--- config.mk ---
export PLATFORM = sky130hd
export DESIGN_NAME = debug_cmd_mailbox
export DESIGN_NICKNAME = d
export VERILOG_FILES = /design/src/rtl/dbg_pkg.sv /design/src/rtl/sync_fifo.sv /design/src/rtl/debug_cmd_mailbox.sv
export SDC_FILE = /design/constraint.sdc
export NUM_CORES = 1
export LEC_CHECK = 0
export BUFFER_PORTS_ARGS = -buffer_cell sky130_fd_sc_hd__buf_4
export CAP_MARGIN = 30
export CORE_MARGIN = 4
export CORE_UTILIZATION = 34
export DETAILED_ROUTE_END_ITERATION = 10
export PLACE_DENSITY = 0.52
export SKIP_CTS_REPAIR_TIMING = 1
export SYNTH_ARGS = -nofsm -noshare
export SYNTH_HDL_FRONTEND = slang
export SYNTH_SLANG_ARGS = --single-unit
--- constraint.sdc ---
create_clock -name clk -period 44.4 [get_ports clk]
set_clock_uncertainty 0.2 [all_clocks]
set_input_delay 6.66 -clock clk [delete_from_list [all_inputs] [get_ports clk]]
set_output_delay 6.66 -clock clk [all_outputs]
set_load 0.02 [all_outputs]
--- src/rtl/dbg_pkg.sv ---
// rtl/dbg_pkg.sv - shared codes, register map and FSM encoding for the debug command mailbox
package dbg_pkg;

    localparam logic [7:0] DBG_CMD_READ   = 8'd0;
    localparam logic [7:0] DBG_CMD_WRITE  = 8'd1;
    localparam logic [7:0] DBG_CMD_HALT   = 8'd2;
    localparam logic [7:0] DBG_CMD_RESUME = 8'd3;

    localparam logic [1:0] REG_CTRL = 2'd0;
    localparam logic [1:0] REG_ADDR = 2'd1;
    localparam logic [1:0] REG_CMD  = 2'd2;
    localparam logic [1:0] REG_RSP  = 2'd3;

    localparam int CTRL_CMD_FULL     = 0;
    localparam int CTRL_CMD_EMPTY    = 1;
    localparam int CTRL_RSP_NONEMPTY = 2;
    localparam int CTRL_BUSY         = 3;
    localparam int CTRL_CPU_HALTED   = 4;
    localparam int CTRL_OVERFLOW     = 5;
    localparam int CTRL_TIMEOUT      = 6;
    localparam int CTRL_BAD_TYPE     = 7;

    localparam int RSP_W = 32;
    localparam int CMD_W = 40;

    typedef enum logic [1:0] {
        ST_IDLE  = 2'd0,
        ST_ISSUE = 2'd1,
        ST_WAIT  = 2'd2,
        ST_GAP   = 2'd3
    } dbg_state_e;

    typedef struct packed {
        logic [23:0] addr;
        logic [7:0]  wdata;
        logic [7:0]  ctype;
    } dbg_cmd_t;

endpackage

--- src/rtl/sync_fifo.sv ---
// rtl/sync_fifo.sv - flop-based synchronous FIFO with flush, full/empty and level
module sync_fifo #(
    parameter int WIDTH = 32,
    parameter int DEPTH = 8,
    localparam int AW = $clog2(DEPTH)
) (
    input  logic             clk_i,
    input  logic             rst_i,
    input  logic             flush_i,
    input  logic             push_i,
    input  logic [WIDTH-1:0] wdata_i,
    input  logic             pop_i,
    output logic [WIDTH-1:0] rdata_o,
    output logic             full_o,
    output logic             empty_o,
    output logic [AW:0]      level_o
);

    logic [WIDTH-1:0] mem_q [DEPTH];
    logic [AW-1:0]    wr_ptr_q, rd_ptr_q;
    logic [AW:0]      cnt_q;
    logic             do_push, do_pop;

    assign full_o  = (cnt_q == (AW+1)'(DEPTH));
    assign empty_o = (cnt_q == '0);
    assign level_o = cnt_q;
    assign rdata_o = mem_q[rd_ptr_q];

    // A push into a full FIFO is dropped even when a pop frees a slot the same cycle.
    assign do_push = push_i && !full_o;
    assign do_pop  = pop_i && !empty_o;

    always_ff @(posedge clk_i or posedge rst_i) begin
        if (rst_i) begin
            for (int i = 0; i < DEPTH; i++) mem_q[i] <= '0;
            wr_ptr_q <= '0;
            rd_ptr_q <= '0;
            cnt_q    <= '0;
        end else if (flush_i) begin
            wr_ptr_q <= '0;
            rd_ptr_q <= '0;
            cnt_q    <= '0;
        end else begin
            if (do_push) begin
                mem_q[wr_ptr_q] <= wdata_i;
                wr_ptr_q        <= wr_ptr_q + 1'b1;
            end
            if (do_pop) rd_ptr_q <= rd_ptr_q + 1'b1;
            case ({do_push, do_pop})
                2'b10:   cnt_q <= cnt_q + 1'b1;
                2'b01:   cnt_q <= cnt_q - 1'b1;
                default: cnt_q <= cnt_q;
            endcase
        end
    end

endmodule

--- src/rtl/debug_cmd_mailbox.sv ---
// rtl/debug_cmd_mailbox.sv - Avalon-MM command mailbox feeding the debug bridge (DBG_MAILBOX_AUTOINC_EN: ADDR auto-increment)
module debug_cmd_mailbox
    import dbg_pkg::*;
#(
    parameter int CMD_DEPTH   = 8,
    parameter int RSP_DEPTH   = 8,
    parameter int TIMEOUT_CYC = 1024
) (
    input  logic        clk,
    input  logic        rst,
    input  logic [1:0]  avs_address,
    input  logic        avs_write,
    input  logic [31:0] avs_writedata,
    input  logic        avs_read,
    output logic [31:0] avs_readdata,
    output logic        cmd_valid,
    output logic [7:0]  cmd_type,
    output logic [23:0] cmd_addr,
    output logic [7:0]  cmd_wdata,
    input  logic [7:0]  cmd_rdata,
    input  logic        cmd_done,
    input  logic        cpu_halted
);

    localparam int CAW = $clog2(CMD_DEPTH);
    localparam int RAW = $clog2(RSP_DEPTH);
    localparam int TW  = $clog2(TIMEOUT_CYC);

    logic wr_ctrl, wr_addr, wr_cmd, rd_rsp, flush;
    logic cmd_full, cmd_empty, cmd_accept, cmd_pop;
    logic rsp_full, rsp_empty, rsp_push, rsp_pop;
    logic [CAW:0] cmd_level;
    logic [RAW:0] rsp_level;
    dbg_cmd_t cmd_head, cmd_in;
    logic [RSP_W-1:0] rsp_head, rsp_in;
    logic [31:0] ctrl_word;
    logic unused_wdata;

    dbg_state_e  state_q, state_d;
    logic [TW-1:0] tmo_cnt_q, tmo_cnt_d;
    logic [7:0]  cmd_type_q, cmd_type_d;
    logic [23:0] cmd_addr_q, cmd_addr_d;
    logic [7:0]  cmd_wdata_q, cmd_wdata_d;
    logic [23:0] staging_q, staging_d;
    logic        overflow_q, overflow_d;
    logic        timeout_q, timeout_d;
    logic        bad_type_q, bad_type_d;
    logic [31:0] readdata_q, readdata_d;
    logic        bad_set, tmo_set;

    assign wr_ctrl    = avs_write && (avs_address == REG_CTRL);
    assign wr_addr    = avs_write && (avs_address == REG_ADDR);
    assign wr_cmd     = avs_write && (avs_address == REG_CMD);
    assign rd_rsp     = avs_read  && (avs_address == REG_RSP);
    assign flush      = wr_ctrl && avs_writedata[0];
    assign cmd_accept = wr_cmd && !cmd_full;
    assign rsp_pop    = rd_rsp && !rsp_empty;
    assign unused_wdata = ^avs_writedata[31:24];

    assign cmd_in = '{addr: staging_q, wdata: avs_writedata[15:8], ctype: avs_writedata[7:0]};
    assign rsp_in = {cmd_addr_q, cmd_rdata};

    sync_fifo #(.WIDTH(CMD_W), .DEPTH(CMD_DEPTH)) u_cmd_fifo (
        .clk_i   (clk),
        .rst_i   (rst),
        .flush_i (flush),
        .push_i  (cmd_accept),
        .wdata_i (cmd_in),
        .pop_i   (cmd_pop),
        .rdata_o (cmd_head),
        .full_o  (cmd_full),
        .empty_o (cmd_empty),
        .level_o (cmd_level)
    );

    sync_fifo #(.WIDTH(RSP_W), .DEPTH(RSP_DEPTH)) u_rsp_fifo (
        .clk_i   (clk),
        .rst_i   (rst),
        .flush_i (flush),
        .push_i  (rsp_push),
        .wdata_i (rsp_in),
        .pop_i   (rsp_pop),
        .rdata_o (rsp_head),
        .full_o  (rsp_full),
        .empty_o (rsp_empty),
        .level_o (rsp_level)
    );

    always_comb begin
        state_d     = state_q;
        tmo_cnt_d   = tmo_cnt_q;
        cmd_type_d  = cmd_type_q;
        cmd_addr_d  = cmd_addr_q;
        cmd_wdata_d = cmd_wdata_q;
        cmd_pop     = 1'b0;
        rsp_push    = 1'b0;
        bad_set     = 1'b0;
        tmo_set     = 1'b0;
        case (state_q)
            ST_IDLE: begin
                if (!cmd_empty) begin
                    if (cmd_head.ctype > DBG_CMD_RESUME) begin
                        cmd_pop = 1'b1;
                        bad_set = 1'b1;
                    end else if (!(cmd_head.ctype == DBG_CMD_READ && rsp_full)) begin
                        // A read is only taken once its response is guaranteed a slot.
                        cmd_pop     = 1'b1;
                        cmd_type_d  = cmd_head.ctype;
                        cmd_addr_d  = cmd_head.addr;
                        cmd_wdata_d = cmd_head.wdata;
                        state_d     = ST_ISSUE;
                    end
                end
            end
            ST_ISSUE: begin
                tmo_cnt_d = '0;
                state_d   = ST_WAIT;
            end
            ST_WAIT: begin
                if (cmd_done) begin
                    rsp_push = (cmd_type_q == DBG_CMD_READ);
                    state_d  = ST_GAP;
                end else if (tmo_cnt_q == TW'(TIMEOUT_CYC - 1)) begin
                    tmo_set = 1'b1;
                    state_d = ST_GAP;
                end else begin
                    tmo_cnt_d = tmo_cnt_q + 1'b1;
                end
            end
            ST_GAP:  state_d = ST_IDLE;
            default: state_d = ST_IDLE;
        endcase
    end

    always_comb begin
        overflow_d = (overflow_q && !(wr_ctrl && avs_writedata[CTRL_OVERFLOW]))
                     || (wr_cmd && cmd_full);
        timeout_d  = (timeout_q && !(wr_ctrl && avs_writedata[CTRL_TIMEOUT])) || tmo_set;
        bad_type_d = (bad_type_q && !(wr_ctrl && avs_writedata[CTRL_BAD_TYPE])) || bad_set;

        staging_d = staging_q;
        if (wr_addr) begin
            staging_d = avs_writedata[23:0];
        end
`ifdef DBG_MAILBOX_AUTOINC_EN
        else if (cmd_accept && (avs_writedata[7:0] == DBG_CMD_READ ||
                                avs_writedata[7:0] == DBG_CMD_WRITE)) begin
            staging_d = staging_q + 24'd1;
        end
`endif
    end

    always_comb begin
        ctrl_word = '0;
        ctrl_word[CTRL_CMD_FULL]     = cmd_full;
        ctrl_word[CTRL_CMD_EMPTY]    = cmd_empty;
        ctrl_word[CTRL_RSP_NONEMPTY] = !rsp_empty;
        ctrl_word[CTRL_BUSY]         = (state_q != ST_IDLE);
        ctrl_word[CTRL_CPU_HALTED]   = cpu_halted;
        ctrl_word[CTRL_OVERFLOW]     = overflow_q;
        ctrl_word[CTRL_TIMEOUT]      = timeout_q;
        ctrl_word[CTRL_BAD_TYPE]     = bad_type_q;
        ctrl_word[15:8]              = 8'(cmd_level);
        ctrl_word[23:16]             = 8'(rsp_level);

        readdata_d = readdata_q;
        if (avs_read) begin
            case (avs_address)
                REG_CTRL: readdata_d = ctrl_word;
                REG_ADDR: readdata_d = {8'h00, staging_q};
                REG_CMD:  readdata_d = '0;
                REG_RSP:  readdata_d = rsp_empty ? '0 : rsp_head;
                default:  readdata_d = '0;
            endcase
        end
    end

    always_ff @(posedge clk or posedge rst) begin
        if (rst) begin
            state_q     <= ST_IDLE;
            tmo_cnt_q   <= '0;
            cmd_type_q  <= '0;
            cmd_addr_q  <= '0;
            cmd_wdata_q <= '0;
            staging_q   <= '0;
            overflow_q  <= 1'b0;
            timeout_q   <= 1'b0;
            bad_type_q  <= 1'b0;
            readdata_q  <= '0;
        end else begin
            state_q     <= state_d;
            tmo_cnt_q   <= tmo_cnt_d;
            cmd_type_q  <= cmd_type_d;
            cmd_addr_q  <= cmd_addr_d;
            cmd_wdata_q <= cmd_wdata_d;
            staging_q   <= staging_d;
            overflow_q  <= overflow_d;
            timeout_q   <= timeout_d;
            bad_type_q  <= bad_type_d;
            readdata_q  <= readdata_d;
        end
    end

    assign cmd_valid    = (state_q == ST_ISSUE);
    assign cmd_type     = cmd_type_q;
    assign cmd_addr     = cmd_addr_q;
    assign cmd_wdata    = cmd_wdata_q;
    assign avs_readdata = readdata_q;

endmodule

# == After elaboration in Yosys (flattened, before gate mapping) ==
# Index checks and enable logic that the tools add are counted.
# word_totals
ff_bits,707
in_bits,48
out_inout_bits,73
# classes
addsub,9
magnitude_cmp,7
eq_ne,19
n_mux,47
bitwise_logic,8
reduce_logical,50
# op_table
cell,n
$bwmux W320,1
$bwmux W256,1
$mux W32,4
$pmux W32 S4,1
$bmux W40 S3,1
$demux W40 S3,1
$mux W40,3
$bmux W32 S3,1
$demux W32 S3,1
$mux W3,8
$logic_and A1 B1 Y1,21
$mux W10,2
$pmux W10 S2,1
$ge A4 B4 Y1 const B,4
$logic_not A8 Y1,2
$not A3 Y4,4
$pmux W4 S2,2
$add A3 B1 Y3 const B,4
$eq A2 B2 Y1 const B,6
$mux W1,12
$reduce_bool A2 Y1,6
$add A10 B1 Y10 const B,1
$eq A10 B10 Y1 const B,1
$mux W2,5
other kinds (19),47

# == Longest topological paths before layout ==
# logic_depth
ltp_word,14
ltp_mapped,13
depth_no_buf,11

# == Modules after synthesis ==
# From an unflattened synthesis, not the netlist that was laid out.
# unflattened
cells_unflattened,2042
hier_area_um2,32955.4
# modules_own_cells
module,instances,cells_per_inst,area_each_um2,seq_area_each_um2
sync_fifo at u_cmd_fifo,1,897,15512.4,8257.9
sync_fifo at u_rsp_fifo,1,734,12614.6,6656.4
debug_cmd_mailbox,1,411,4828.4,2777.7

# == Worst setup path after synthesis ==
# No wires, ideal clock.
# synth_timing
path_type,input to register
startpoint,input avs_write
endpoint,register u_rsp_fifo.mem_q[224] in the netlist's numbering
t_arrival_ps,8610
t_required_ps,44075
slack_ps,35465
path_stages,8
path_buffers,2
path_cell_list,nor2b_1 nor2b_1 and2_1 clkbuf_1 or3_1 nor3_1 buf_2 mux2_2
# synth_between
elab_chain_cells,4
# synth_rtl
item,line,source
"start, declared",debug_cmd_mailbox.sv:12,"input logic avs_write,"
$logic_and A1 B1 Y1,debug_cmd_mailbox.sv:51,assign wr_ctrl = avs_write && (avs_address == REG_CTRL);
$logic_and A1 B1 Y1,debug_cmd_mailbox.sv:55,assign flush = wr_ctrl && avs_writedata[0];
$not A1 Y1 (no line),n/a,
$reduce_and A2 Y1 (no line),n/a,
"end signal, assigned by index",sync_fifo.sv:45,mem_q[wr_ptr_q] <= wdata_i;
"end, declared",sync_fifo.sv:19,logic [WIDTH-1:0] mem_q [DEPTH];
# Every way passes these cells.
# A chain may end at the register's enable or synchronous reset.

# == Final worst setup path ==
# layout_timing
startpoint,input avs_read
endpoint,"register u_rsp_fifo.cnt_q[3], in the netlist u_rsp_fifo.level_o[3]"
# layout_between
elab_chain_cells,6
elab_cells_between_ends,8
# layout_rtl
item,line,source
"start, declared",debug_cmd_mailbox.sv:14,"input logic avs_read,"
$logic_and A1 B1 Y1 (*),debug_cmd_mailbox.sv:54,assign rd_rsp = avs_read && (avs_address == REG_RSP);
$logic_and A1 B1 Y1 (*),debug_cmd_mailbox.sv:57,assign rsp_pop = rd_rsp && !rsp_empty;
$logic_and A1 B1 Y1 (*),sync_fifo.sv:31,assign do_pop = pop_i && !empty_o;
$eq A2 B1 Y1 or $eq A2 B2 Y1 (tied branches),sync_fifo.sv:49,"case ({do_push, do_pop})"
$pmux W4 S2,sync_fifo.sv:49,
$mux W4,sync_fifo.sv:39,end else if (flush_i) begin
"end signal, assigned",sync_fifo.sv:50,2'b10: cnt_q <= cnt_q + 1'b1;
"end signal, assigned",sync_fifo.sv:51,2'b01: cnt_q <= cnt_q - 1'b1;
"end signal, assigned",sync_fifo.sv:52,default: cnt_q <= cnt_q;
"end, declared",sync_fifo.sv:21,logic [AW:0] cnt_q;
# Mark *: on every way between the ends. The rest lies on a longest branch, timed or not.

==> qor.yml <==
status: "completed"
hold-path-cell-count: 1
synthMuxAreaShare_pct: 34.7
wirelength_um: 80800
synth_area_leader: "dfrtp_1"
port-buffer-count: 112
number_of_nets_produced_by_synthesis: 2130
synth_top_area_share_pct: 56.4
chipWidth_um: 312
leakage_nw: 16.5
design.final.nets: 2205
num_vias: 17800
remaining_drc_errors: 0
worstHoldStart: "avs_readdata[9]"
critPathRequiredTime_ns: 44.66
synth_cell_type_count: 52
syn_inst: 2068
yosys.cell_count.top_type: "dfrtp_1"
number_of_register_bits_inferred_by_synthesis: 707
insertion_delay_ns: 0.61
start_util_pct: 34.3
maxCapViolCount: 0
timing.setup.tns_ns: 0
dr.pass1.iters: 5
final_report_max_slew_violation_count: 0
vdd_ir_drop_max_v: 0.0000385
final.min_clock_period_ns: 9.54
max_slew.worst_pin.slew_ns: 1.13
setup_viol: 0
cts.sinks: 707
netlist_top_cells_area: "dfrtp_1, mux2_2, mux4_2"
synth_top_family_by_area: "multiplexers"
post_synthesis_instance_area_mm2: 0.0314
worst-r2r-setup-slack_ns: 39.45
r2r_start: "u_cmd_fifo.rd_ptr_q[1]"
pre_cts_slack_ns: 34.23
yosys.area_share.simple_pct: 2.90
worstSetupStartpointType: "input pin"
gpl.final_weighted_congestion: 0.722
synthAdderAreaFrac_pct: 0.606
fmaxAchievable_mhz: 105
ios: 121
die_h_um: 312
async_set_or_reset_flop_fraction_in_the_synthesized_netlist_pct: 100
cts_htree_levels: 3
criticalPathCategory: "input pin to register"
drt.antenna.violating_nets: 0
switchingPower_w: 0.000750
final_cell_area_mm2: 0.0361
clock_root_cell: "clkbuf_16"
cts_tree: "done"
cts_buffer_depth: 3
depth_of_the_most_critical_reg_to_reg_path: 12
worst_slew_margin_rel_pct: 24.6
synth_warnings: 0
timing_hold_violations_final: 0
grt_start_max_net_pins: 180
hold_removal_path_class: "register to register"
synth_edf_count: 0
placementRows: 111
vias_per_cell: 5.25
worst_hold_path.endpoint: "avs_readdata[9]"
global_route_overflow: 0
post-dp-hpwl_um: 48400
synth_seq_area_share_pct: 56.4
core-area_mm2: 0.0915
grt_pass1_wl_um: 124000
mean_area_per_synthesized_cell_um2: 15.2
design.die.area_mm2: 0.0972
grt_setup_unrepaired: "no"
postLayoutCoreUtil_pct: 39.5
cellInternalPower_w: 0.00158
cp-end-kind: "register"
cts_buffers: 78
layout_setup_ws_ns: 34.86
worstReg2RegEnd: "u_cmd_fifo.level_o[3]"
power.clock.fraction_pct: 27.9
track_usage_pct: 16.7
synth-compound-area-share_pct: 2.49
worstPathArrival_ns: 9.80
vias_in_the_first_global_route: 19200
post-route-period-util_pct: 21.5
finalNonFillerCells: 3388
route.detailed.wl_per_inst_um: 23.9
syn2layout_area_growth_pct: 15.2
cts.reportedPaths.clkPinSlew_ns: 0.06
synth_common_cells: "dfrtp_1, mux2_2, mux4_2"
power_frac_seq_pct: 43.4
placed_area_mm2: 0.0335
critical_path.max_fanout: 60
ys_dominant_reg_cell: "dfrtp_1"
drive_above_1_share_pct: 47.2
drt_first_iter_violations: 1239
dp.cells: 3246
xor_xnor_share_of_the_synthesized_area_pct: 0.475
power_frac_comb_pct: 28.7
proportion_of_total_power_due_to_net_switching_pct: 32.2
grt_antenna_before_repair: 3
cellPowerDensity_mw_per_mm2: 64.4
worst max path at each step:
stage                     slack, ns                     to     start  depth (start not counted)
after CTS                     34.87  u_rsp_fifo.level_o[3]  avs_read                          9
after detailed placement      34.23  u_rsp_fifo.level_o[3]  avs_read                          9
after global routing          34.61  u_rsp_fifo.level_o[3]  avs_read                          9
final                         34.86  u_rsp_fifo.level_o[3]  avs_read                          9
after floorplan               17.71        avs_readdata[0]       rst                          1
after global placement        34.21  u_rsp_fifo.level_o[3]  avs_read                          9
power groups by stage:
| stage | clock network (W) | logic, W | registers [W] |
|---|---|---|---|
| after global placement | 0 | 0.000663 | 0.00101 |
| after global routing | 0.000696 | 0.000728 | 0.00104 |
| after CTS | 0.000670 | 0.000680 | 0.00101 |
| final | 0.000650 | 0.000667 | 0.00101 |
| after detailed placement | 0 | 0.000677 | 0.00102 |
| after floorplan | 0 | 0.000512 | 0.000948 |
layout by cell type (no fill, tap or decap), types with 16 or more instances in the layout:
cell	Yosys	routed
a21oi_1	60	60
mux4_2	142	142
clkbuf_8	0	22
mux2i_1	91	91
o21a_1	16	16
inv_1	18	17
nand2_1	26	26
buf_4	0	149
mux2_2	593	593
o221ai_1	16	16
clkbuf_16	0	81
dfrtp_1	707	701
nor2_1	95	90
state kept, by name, summed over array words and instances, names as in the netlist, 8 cells and up:
signal	count
staging_q	24
tmo_cnt_q	10
u_rsp_fifo.mem_q	256
cmd_addr	24
avs_readdata	32
cmd_wdata	8
u_cmd_fifo.mem_q	320
cmd_type	8
through the flow:
stage | hold slack, ns | total power [W]
floorplan | 0.241 | 0.00146
global placement | 0.262 | 0.00167
detailed placement | 0.275 | 0.00170
CTS | 0.287 | 0.00236
global route | 0.303 | 0.00246
finish | 0.280 | 0.00233
cells by family after synthesis:
| family | count (synthesis) |
|---|---|
| flip-flops | 707 |
| adder cells (fa/ha/maj) | 14 |
| AO/OA/AOI/OAI | 123 |
| XOR/XNOR | 17 |
| buffers and inverters | 180 |
| AND/OR/NAND/NOR | 193 |
| multiplexers | 834 |
critical path, stage by stage:
cell and delay, ns:
buf_4 0.56, nand4_1 0.87, nor2_1 0.56, ha_1 0.31, a21o_1 0.17, a21oi_1 0.17
mux2i_1 0.23, xor2_1 0.17, nor2_1 0.05
layout make-up:
cell class,instances,area [um^2]
Tap cell,1186,1480
Multi-Input combinational cell,1181,13000
Inverter,19,78.8
Clock buffer,118,2390
Clock inverter,20,205
Sequential cell,707,17700
Fill cell,8369,55400
Timing Repair Buffer,156,1270
Antenna cell,1,2.50
metal layers:
layer	track usage [%]	vias up	share of wire, %
met3	3.45	93	4.7
met5	0	-	0
li1	-	7734	-
met2	27.3	332	47
met4	3.24	0	1.7
met1	23.4	9639	46
(Power assumes the default switching activity.)
